### config.mk
export PLATFORM = sky130hd
export DESIGN_NAME = cv_ctrl_port
export DESIGN_NICKNAME = d
export VERILOG_FILES = /design/src/rtl/cv_ctrl_pkg.sv /design/src/rtl/cv_keypad_enc.sv /design/src/rtl/cv_ctrl_port.sv
export SDC_FILE = /design/constraint.sdc
export NUM_CORES = 1
export LEC_CHECK = 0
export CAP_MARGIN = 20
export CORE_ASPECT_RATIO = 0.75
export CORE_MARGIN = 4
export CORE_UTILIZATION = 53
export DETAILED_ROUTE_END_ITERATION = 16
export PLACE_DENSITY_LB_ADDON = 0.08
export SYNTH_ARGS = -nofsm -noshare
export SYNTH_HDL_FRONTEND = slang
export SYNTH_SLANG_ARGS = --single-unit
export TNS_END_PERCENT = 1
### constraint.sdc
create_clock -name clk_i -period 4.1 [get_ports clk_i]
set_clock_uncertainty 0.1 [all_clocks]
set_input_delay 0.615 -clock clk_i [delete_from_list [all_inputs] [get_ports clk_i]]
set_output_delay 0.615 -clock clk_i [all_outputs]
set_load 0.005 [all_outputs]
### src/rtl/cv_ctrl_pkg.sv
// Shared constants for the ColecoVision controller port: keypad pin codes,
// MiSTer joystick bit positions, key indices and the PS/2 scan-code map.
package cv_ctrl_pkg;

  localparam logic [3:0] CODE_0      = 4'b0011;
  localparam logic [3:0] CODE_1      = 4'b1110;
  localparam logic [3:0] CODE_2      = 4'b1101;
  localparam logic [3:0] CODE_3      = 4'b0110;
  localparam logic [3:0] CODE_4      = 4'b0001;
  localparam logic [3:0] CODE_5      = 4'b1001;
  localparam logic [3:0] CODE_6      = 4'b0111;
  localparam logic [3:0] CODE_7      = 4'b1100;
  localparam logic [3:0] CODE_8      = 4'b1000;
  localparam logic [3:0] CODE_9      = 4'b1011;
  localparam logic [3:0] CODE_STAR   = 4'b1010;
  localparam logic [3:0] CODE_HASH   = 4'b0101;
  localparam logic [3:0] CODE_PURPLE = 4'b0100;
  localparam logic [3:0] CODE_BLUE   = 4'b0010;
  localparam logic [3:0] CODE_NONE   = 4'b1111;

  localparam int JOY_RIGHT  = 0;
  localparam int JOY_LEFT   = 1;
  localparam int JOY_DOWN   = 2;
  localparam int JOY_UP     = 3;
  localparam int JOY_FIRE   = 4;
  localparam int JOY_ARM    = 5;
  localparam int JOY_STAR   = 6;
  localparam int JOY_HASH   = 7;
  localparam int JOY_0      = 8;
  localparam int JOY_1      = 9;
  localparam int JOY_2      = 10;
  localparam int JOY_3      = 11;
  localparam int JOY_PURPLE = 12;
  localparam int JOY_BLUE   = 13;

  localparam int NUM_PAD  = 14;
  localparam int NUM_KEYS = 20;

  // Keypad keys occupy 0..13 in descending encoder priority.
  typedef enum logic [4:0] {
    KEY_0 = 5'd0, KEY_1, KEY_2, KEY_3, KEY_4, KEY_5, KEY_6, KEY_7, KEY_8, KEY_9,
    KEY_STAR, KEY_HASH, KEY_PURPLE, KEY_BLUE,
    KEY_UP, KEY_DOWN, KEY_LEFT, KEY_RIGHT, KEY_FIRE, KEY_ARM
  } key_e;

  function automatic logic [3:0] pad_code(input logic [3:0] idx);
    logic [3:0] c;
    case (idx)
      4'd0:    c = CODE_0;
      4'd1:    c = CODE_1;
      4'd2:    c = CODE_2;
      4'd3:    c = CODE_3;
      4'd4:    c = CODE_4;
      4'd5:    c = CODE_5;
      4'd6:    c = CODE_6;
      4'd7:    c = CODE_7;
      4'd8:    c = CODE_8;
      4'd9:    c = CODE_9;
      4'd10:   c = CODE_STAR;
      4'd11:   c = CODE_HASH;
      4'd12:   c = CODE_PURPLE;
      4'd13:   c = CODE_BLUE;
      default: c = CODE_NONE;
    endcase
    return c;
  endfunction

  // Returns {valid, key index}; the extended flag only matters for 0x12.
  function automatic logic [5:0] map_scan(input logic ext, input logic [7:0] code);
    logic [5:0] r;
    case (code)
      8'h75:              r = {1'b1, KEY_UP};
      8'h72:              r = {1'b1, KEY_DOWN};
      8'h6B:              r = {1'b1, KEY_LEFT};
      8'h74:              r = {1'b1, KEY_RIGHT};
      8'h16:              r = {1'b1, KEY_1};
      8'h1E:              r = {1'b1, KEY_2};
      8'h26:              r = {1'b1, KEY_3};
      8'h15, 8'h25:       r = {1'b1, KEY_4};
      8'h1D, 8'h2E:       r = {1'b1, KEY_5};
      8'h24, 8'h36:       r = {1'b1, KEY_6};
      8'h1C, 8'h3D:       r = {1'b1, KEY_7};
      8'h1B, 8'h3E:       r = {1'b1, KEY_8};
      8'h23, 8'h46:       r = {1'b1, KEY_9};
      8'h22, 8'h45:       r = {1'b1, KEY_0};
      8'h1A:              r = {1'b1, KEY_STAR};
      8'h21:              r = {1'b1, KEY_HASH};
      8'h1F, 8'h27:       r = {1'b1, KEY_PURPLE};
      8'h11:              r = {1'b1, KEY_BLUE};
      8'h12:              r = ext ? 6'd0 : {1'b1, KEY_ARM};
      8'h59:              r = {1'b1, KEY_ARM};
      8'h14:              r = {1'b1, KEY_FIRE};
      default:            r = 6'd0;
    endcase
    return r;
  endfunction

endpackage

### src/rtl/cv_keypad_enc.sv
// Priority encoder from the 14 keypad key states to the 4-bit keypad pin code;
// lower index wins, no key pressed gives all pins high.
module cv_keypad_enc
  import cv_ctrl_pkg::*;
(
  input  logic [13:0] keys,
  output logic [3:0]  code
);

  always_comb begin
    code = CODE_NONE;
    for (int i = 13; i >= 0; i--) begin
      if (keys[i]) code = pad_code(4'(i));
    end
  end

endmodule

### src/rtl/cv_ctrl_port.sv
// ColecoVision controller front-end: PS/2 key decode with keypad hold
// stretching, merged with MiSTer joysticks and driven onto the select-muxed pins.
module cv_ctrl_port
  import cv_ctrl_pkg::*;
#(
  parameter int TICK_CYCLES = 42954,
  parameter int HOLD_TICKS  = 20
) (
  input  logic        clk_i,
  input  logic        reset_n_i,
  input  logic [10:0] ps2_key_i,
  input  logic [15:0] joy0_i,
  input  logic [15:0] joy1_i,
  input  logic [1:0]  ctrl_p5_i,
  input  logic [1:0]  ctrl_p8_i,
  output logic [1:0]  ctrl_p1_o,
  output logic [1:0]  ctrl_p2_o,
  output logic [1:0]  ctrl_p3_o,
  output logic [1:0]  ctrl_p4_o,
  output logic [1:0]  ctrl_p6_o
);

  localparam int PW = (TICK_CYCLES > 1) ? $clog2(TICK_CYCLES) : 1;

  logic [PW-1:0]       presc;
  logic                tick;
  logic                prev_tgl;
  logic                primed;
  logic                key_event;
  logic [5:0]          map;
  logic [4:0]          map_idx;
  logic                map_valid;
  logic [NUM_KEYS-1:0] key_reg;
  logic [7:0]          hold_cnt [NUM_PAD];
  logic [NUM_PAD-1:0]  eff_pad;
  logic [13:0]         pad_keys [2];
  logic [3:0]          code [2];
  logic [3:0]          dir [2];
  logic [1:0]          fire;
  logic [1:0]          arm;
  logic [3:0]          term [2];
  logic [1:0]          p6_term;

  assign tick      = (presc == PW'(TICK_CYCLES - 1));
  assign key_event = primed && (ps2_key_i[10] != prev_tgl);
  assign map       = map_scan(ps2_key_i[8], ps2_key_i[7:0]);
  assign map_valid = map[5];
  assign map_idx   = map[4:0];

  // The first clock after reset only samples the toggle so a stale level never decodes.
  always_ff @(posedge clk_i or negedge reset_n_i) begin
    if (!reset_n_i) begin
      presc    <= '0;
      prev_tgl <= 1'b0;
      primed   <= 1'b0;
      key_reg  <= '0;
      for (int k = 0; k < NUM_PAD; k++) hold_cnt[k] <= 8'd0;
    end else begin
      presc    <= tick ? '0 : presc + 1'b1;
      prev_tgl <= ps2_key_i[10];
      primed   <= 1'b1;
      if (key_event && map_valid) key_reg[map_idx] <= ps2_key_i[9];
      for (int k = 0; k < NUM_PAD; k++) begin
        if (key_event && map_valid && ps2_key_i[9] && (map_idx == 5'(k)))
          hold_cnt[k] <= 8'(HOLD_TICKS);
        else if (!key_reg[k] && tick && (hold_cnt[k] != 8'd0))
          hold_cnt[k] <= hold_cnt[k] - 8'd1;
      end
    end
  end

  always_comb begin
    eff_pad = '0;
    for (int k = 0; k < NUM_PAD; k++) eff_pad[k] = key_reg[k] | (hold_cnt[k] != 8'd0);
  end

  assign pad_keys[0] = eff_pad | {joy0_i[JOY_BLUE], joy0_i[JOY_PURPLE], joy0_i[JOY_HASH],
                                  joy0_i[JOY_STAR], 6'b0, joy0_i[JOY_3], joy0_i[JOY_2],
                                  joy0_i[JOY_1], joy0_i[JOY_0]};
  assign pad_keys[1] = {joy1_i[JOY_BLUE], joy1_i[JOY_PURPLE], joy1_i[JOY_HASH],
                        joy1_i[JOY_STAR], 6'b0, joy1_i[JOY_3], joy1_i[JOY_2],
                        joy1_i[JOY_1], joy1_i[JOY_0]};

  assign dir[0] = {key_reg[KEY_UP], key_reg[KEY_DOWN], key_reg[KEY_LEFT], key_reg[KEY_RIGHT]}
                | {joy0_i[JOY_UP], joy0_i[JOY_DOWN], joy0_i[JOY_LEFT], joy0_i[JOY_RIGHT]};
  assign dir[1] = {joy1_i[JOY_UP], joy1_i[JOY_DOWN], joy1_i[JOY_LEFT], joy1_i[JOY_RIGHT]};
  assign fire   = {joy1_i[JOY_FIRE], key_reg[KEY_FIRE] | joy0_i[JOY_FIRE]};
  assign arm    = {joy1_i[JOY_ARM],  key_reg[KEY_ARM]  | joy0_i[JOY_ARM]};

  for (genvar i = 0; i < 2; i++) begin : g_player
    cv_keypad_enc u_enc (
      .keys (pad_keys[i]),
      .code (code[i])
    );
    // With both selects low the open-collector pins wire-AND the two terms.
    assign term[i]    = (ctrl_p5_i[i] ? CODE_NONE : code[i])
                      & (ctrl_p8_i[i] ? CODE_NONE : ~dir[i]);
    assign p6_term[i] = (ctrl_p5_i[i] | ~arm[i]) & (ctrl_p8_i[i] | ~fire[i]);
  end

  always_ff @(posedge clk_i or negedge reset_n_i) begin
    if (!reset_n_i) begin
      ctrl_p1_o <= 2'b11;
      ctrl_p2_o <= 2'b11;
      ctrl_p3_o <= 2'b11;
      ctrl_p4_o <= 2'b11;
      ctrl_p6_o <= 2'b11;
    end else begin
      ctrl_p1_o <= {term[1][3], term[0][3]};
      ctrl_p2_o <= {term[1][2], term[0][2]};
      ctrl_p3_o <= {term[1][1], term[0][1]};
      ctrl_p4_o <= {term[1][0], term[0][0]};
      ctrl_p6_o <= p6_term;
    end
  end

endmodule

==> impl_results.md <==
* Outcome: finished clean
* Data required time at the worst endpoint at 4.27 ns
* DP HPWL at 13.9 mm
* Overflow left after global routing at 0
* Count of antenna-violating nets left after detailed routing at 0
* Bufs and invs on worst path at 1
* Worst endpoint data arrival time at 3.61 ns
* Fraction of final layout cells sized beyond drive strength 1 at 9.50%
* Ant diodes at 0
* Launch point of the worst reg-to-reg path: hold_cnt[100]
* Power density over the cells at 358 mW/mm2
* Routed length on met1 at 10.3 mm
* Fin worst setup slack at 0.653 ns
* Highest fanout seen on the critical path at 17
* Bufs on Longest Clock Path at 2
* Share of the core filled with cells at 63.9%
* Post-detailed-placement cell area at 0.00984 mm2
* Core ar. at 0.0163 mm2
* Number of maximum-capacitance constraint violations at 0
* Number of failing setup endpoints in the final timing report at 0
* Detailed-route via count at 6917
* Met3 layer wire length in the routed design at 865 um
* Final critical-path share of the clock period at 84.1%
* Number of H-tree levels at 4
* Number of hold buffers added after cts at 0
* Flip-flop count of the largest register after layout at 112
* Worst-case reg-to-reg path depth at 6
* CTS tree: built
* Commonest non-fill, non-tap cell in the layout: nor2_1
* Via count of the first global-routing pass at 6606
* Transition at the pin with the smallest max-transition slack at 0.964 ns
* Smallest hold slack at 0.0247 ns
* Number of max-slew violations in the final report at 0
* Peak ir drop on the vdd network at 227 uV
* Number of warnings printed during yosys synthesis at 0
* Via count normalized by instance count at 5.67
* Fill cell instance count of the final layout at 1391
* Total standard cell area after synthesis at 0.00899 mm2
* Dpl ws at 0.265 ns
* Setup Buffers After CTS at 0
* Antenna violations before repair at 0
* Portion of total power attributed to sequential cells at 47.5%
* Top routing layer used: met4
* Kind of cell with the highest combined delay on the critical path: simple AND/OR/NAND/NOR gates
* Post-DR wirelength/cell at 16.1 um
* Overall routing resource usage at 21.8%
* Crit path largest cell delay at 0.82 ns
* Port Buffer Count at 54
* Initial detailed-routing violation count at 392
* Crit path launch type: primary input
* Clock slew seen by the registers of the worst setup and hold paths at 0.06 ns
* Die width at 158 um
* Slowest library cell on the worst path: nor3_1
* Total Power at 3.73 mW
* Post-cts sizing count at 0
* Net total in the final layout at 1068
* Post-synth EDFFs at 0
* Kind of critical path: in2reg
* Starting density of the core at 55.1%
* Min Tclk post-route at 3.45 ns
* Cell chain of the critical path: clkdlybuf4s50_1, or4b_1, nand2b_1, nand2_1, o311ai_4, nor3_1, nor2_1
* Internal power consumption at 2.81 mW
* Net count after synthesis at 1000
* Destination of the worst register-to-register timing path: ctrl_p1_o[0]
* Setup crit end kind: flop
* Commonest non-fill, non-tap cells in the layout: 152 x nor2_1, 150 x dfrtp_1, 73 x xor2_1, 53 x clkdlybuf4s50_1, 37 x xnor2_1
* Worst-case headroom to the max-slew limit at 35.1%
* # rows at 40
* Number of distinct standard cells referenced by the synthesized netlist at 64
* Switching power at 0.919 mW
* Instance count after placement with tap cells included at 1189
* Top flip-flop cell by instance count after synthesis: dfrtp_1
* Reported leakage power at 3.81 nW
* Type of the worst min-delay path: in2async
* Synthesized instance count at 930
* Final wirelength at 19.7 mm
* Area of the die at 0.0191 mm2
* Total met2 wirelength after detailed routing at 8.42 mm
* Final Hold Violating Endpoints at 0
* Sinks on Clock Net at 160
* Non-filler instance count after layout at 1220
* Share of async-settable or async-resettable flops after synthesis at 100%
* Worst R2R Setup Slack at 1.29 ns
* Critical path startpoint: ps2_key_i[5]
* Total negative slack at 0 ns
* Clock share of power at 42.7%
* RSZ-0062 raised after global routing: no
* Die outline height at 121 um
* Stages on the worst setup path at 7
* Number of synthesized register bits at 160
* Later-pin clock latency in the skew report at 0.42 ns
* Number of detailed-routing iterations run before antenna repair at 5
* Top-level I/O count at 59
* Post-Synthesis Mean Instance Area at 9.67 um2
* Wire length of the first global-routing pass at 33.4 mm
* Sequential fraction of the synthesis area at 44.7%
* DRC violation count after routing at 0
* Root Buffer: clkbuf_16
* Switching share of power at 24.6%
* Summed area of non-filler cells in the final layout at 0.0104 mm2
* Maximum number of pins on one net before global-route repair at 82
* Signed area change from the synthesized netlist to the final layout at 16.0%
* Global placer's final weighted congestion at 0.857
* Setup crit end: hold_cnt[48]
* Share of power burned in combinational logic at 9.8%
* Achievable Freq at 290 MHz
* Num CTS Buffers at 17
Yosys cell counts (all sizes together), types with 10 or more instances:
cell,instances,area (um2)
nor2,152,571
nand2,29,109
nand3,36,180
nand2b,35,219
dfrtp,150,3750
o21ai,18,90.1
a21oi,28,144
inv,34,128
buf,18,95.1
dfstp,10,263
or4,10,75.1
xor2,73,639
nor3b,15,113
nand4b,11,103
ha,21,263
or3,22,138
mux2,13,146
nor4,31,268
xnor2,37,324
nor3,42,245
nand4,24,150
nor4b,12,136
nand3b,11,82.6
logic make-up (layout without fill, tap and decap cells):
kind of cell / after synthesis / count (layout) / share of synthesized area [%]
mux: 14 / 14 / 1.74
fa+ha+maj: 21 / 21 / 2.92
simple gates: 467 / 467 / 29.7
other cells: 1 / 1 / 0.0417
flops: 160 / 160 / 44.7
xor+xnor: 110 / 110 / 10.7
compound gates: 98 / 98 / 7.39
buf+inv: 59 / 139 / 2.77
layer usage:
metal | track usage (%) | vias up
met2 | 30.8 | 132
met1 | 34.3 | 3326
met4 | 4.00 | 0
met5 | 0 | -
li1 | - | 3445
met3 | 4.87 | 14
worst min-delay path by stage:
| stage | to | slack [ns] | depth (start not counted) |
|---|---|---|---|
| final | presc[3] | 0.02 | 1 |
| after global routing | hold_cnt[1] | 0.04 | 1 |
| after CTS | presc[3] | 0.03 | 1 |
| after detailed placement | key_reg[17] | 0.38 | 1 |
| after global placement | key_reg[19] | 0.37 | 1 |
| after floorplan | hold_cnt[0] | 0.22 | 0 |
area by class of cell:
cell class	count	area [um2]	area share, %
multi-input cells	711	4720	45.3
clock buffers	22	484	4.64
clock inverters	9	106	1.02
well taps	210	263	2.52
repair buffers	74	704	6.76
flip-flops and latches	160	4020	38.5
inverters	34	128	1.22
power by group through the flow:
stage	clock network (mW)	logic, mW	registers, mW
after floorplan	0	0.214	1.78
after global placement	0	0.359	1.79
after detailed placement	0	0.366	1.80
after CTS	1.62	0.369	1.77
after global routing	1.71	0.414	1.78
final	1.59	0.365	1.77
Note: power is estimated with default switching activity, not from simulation.
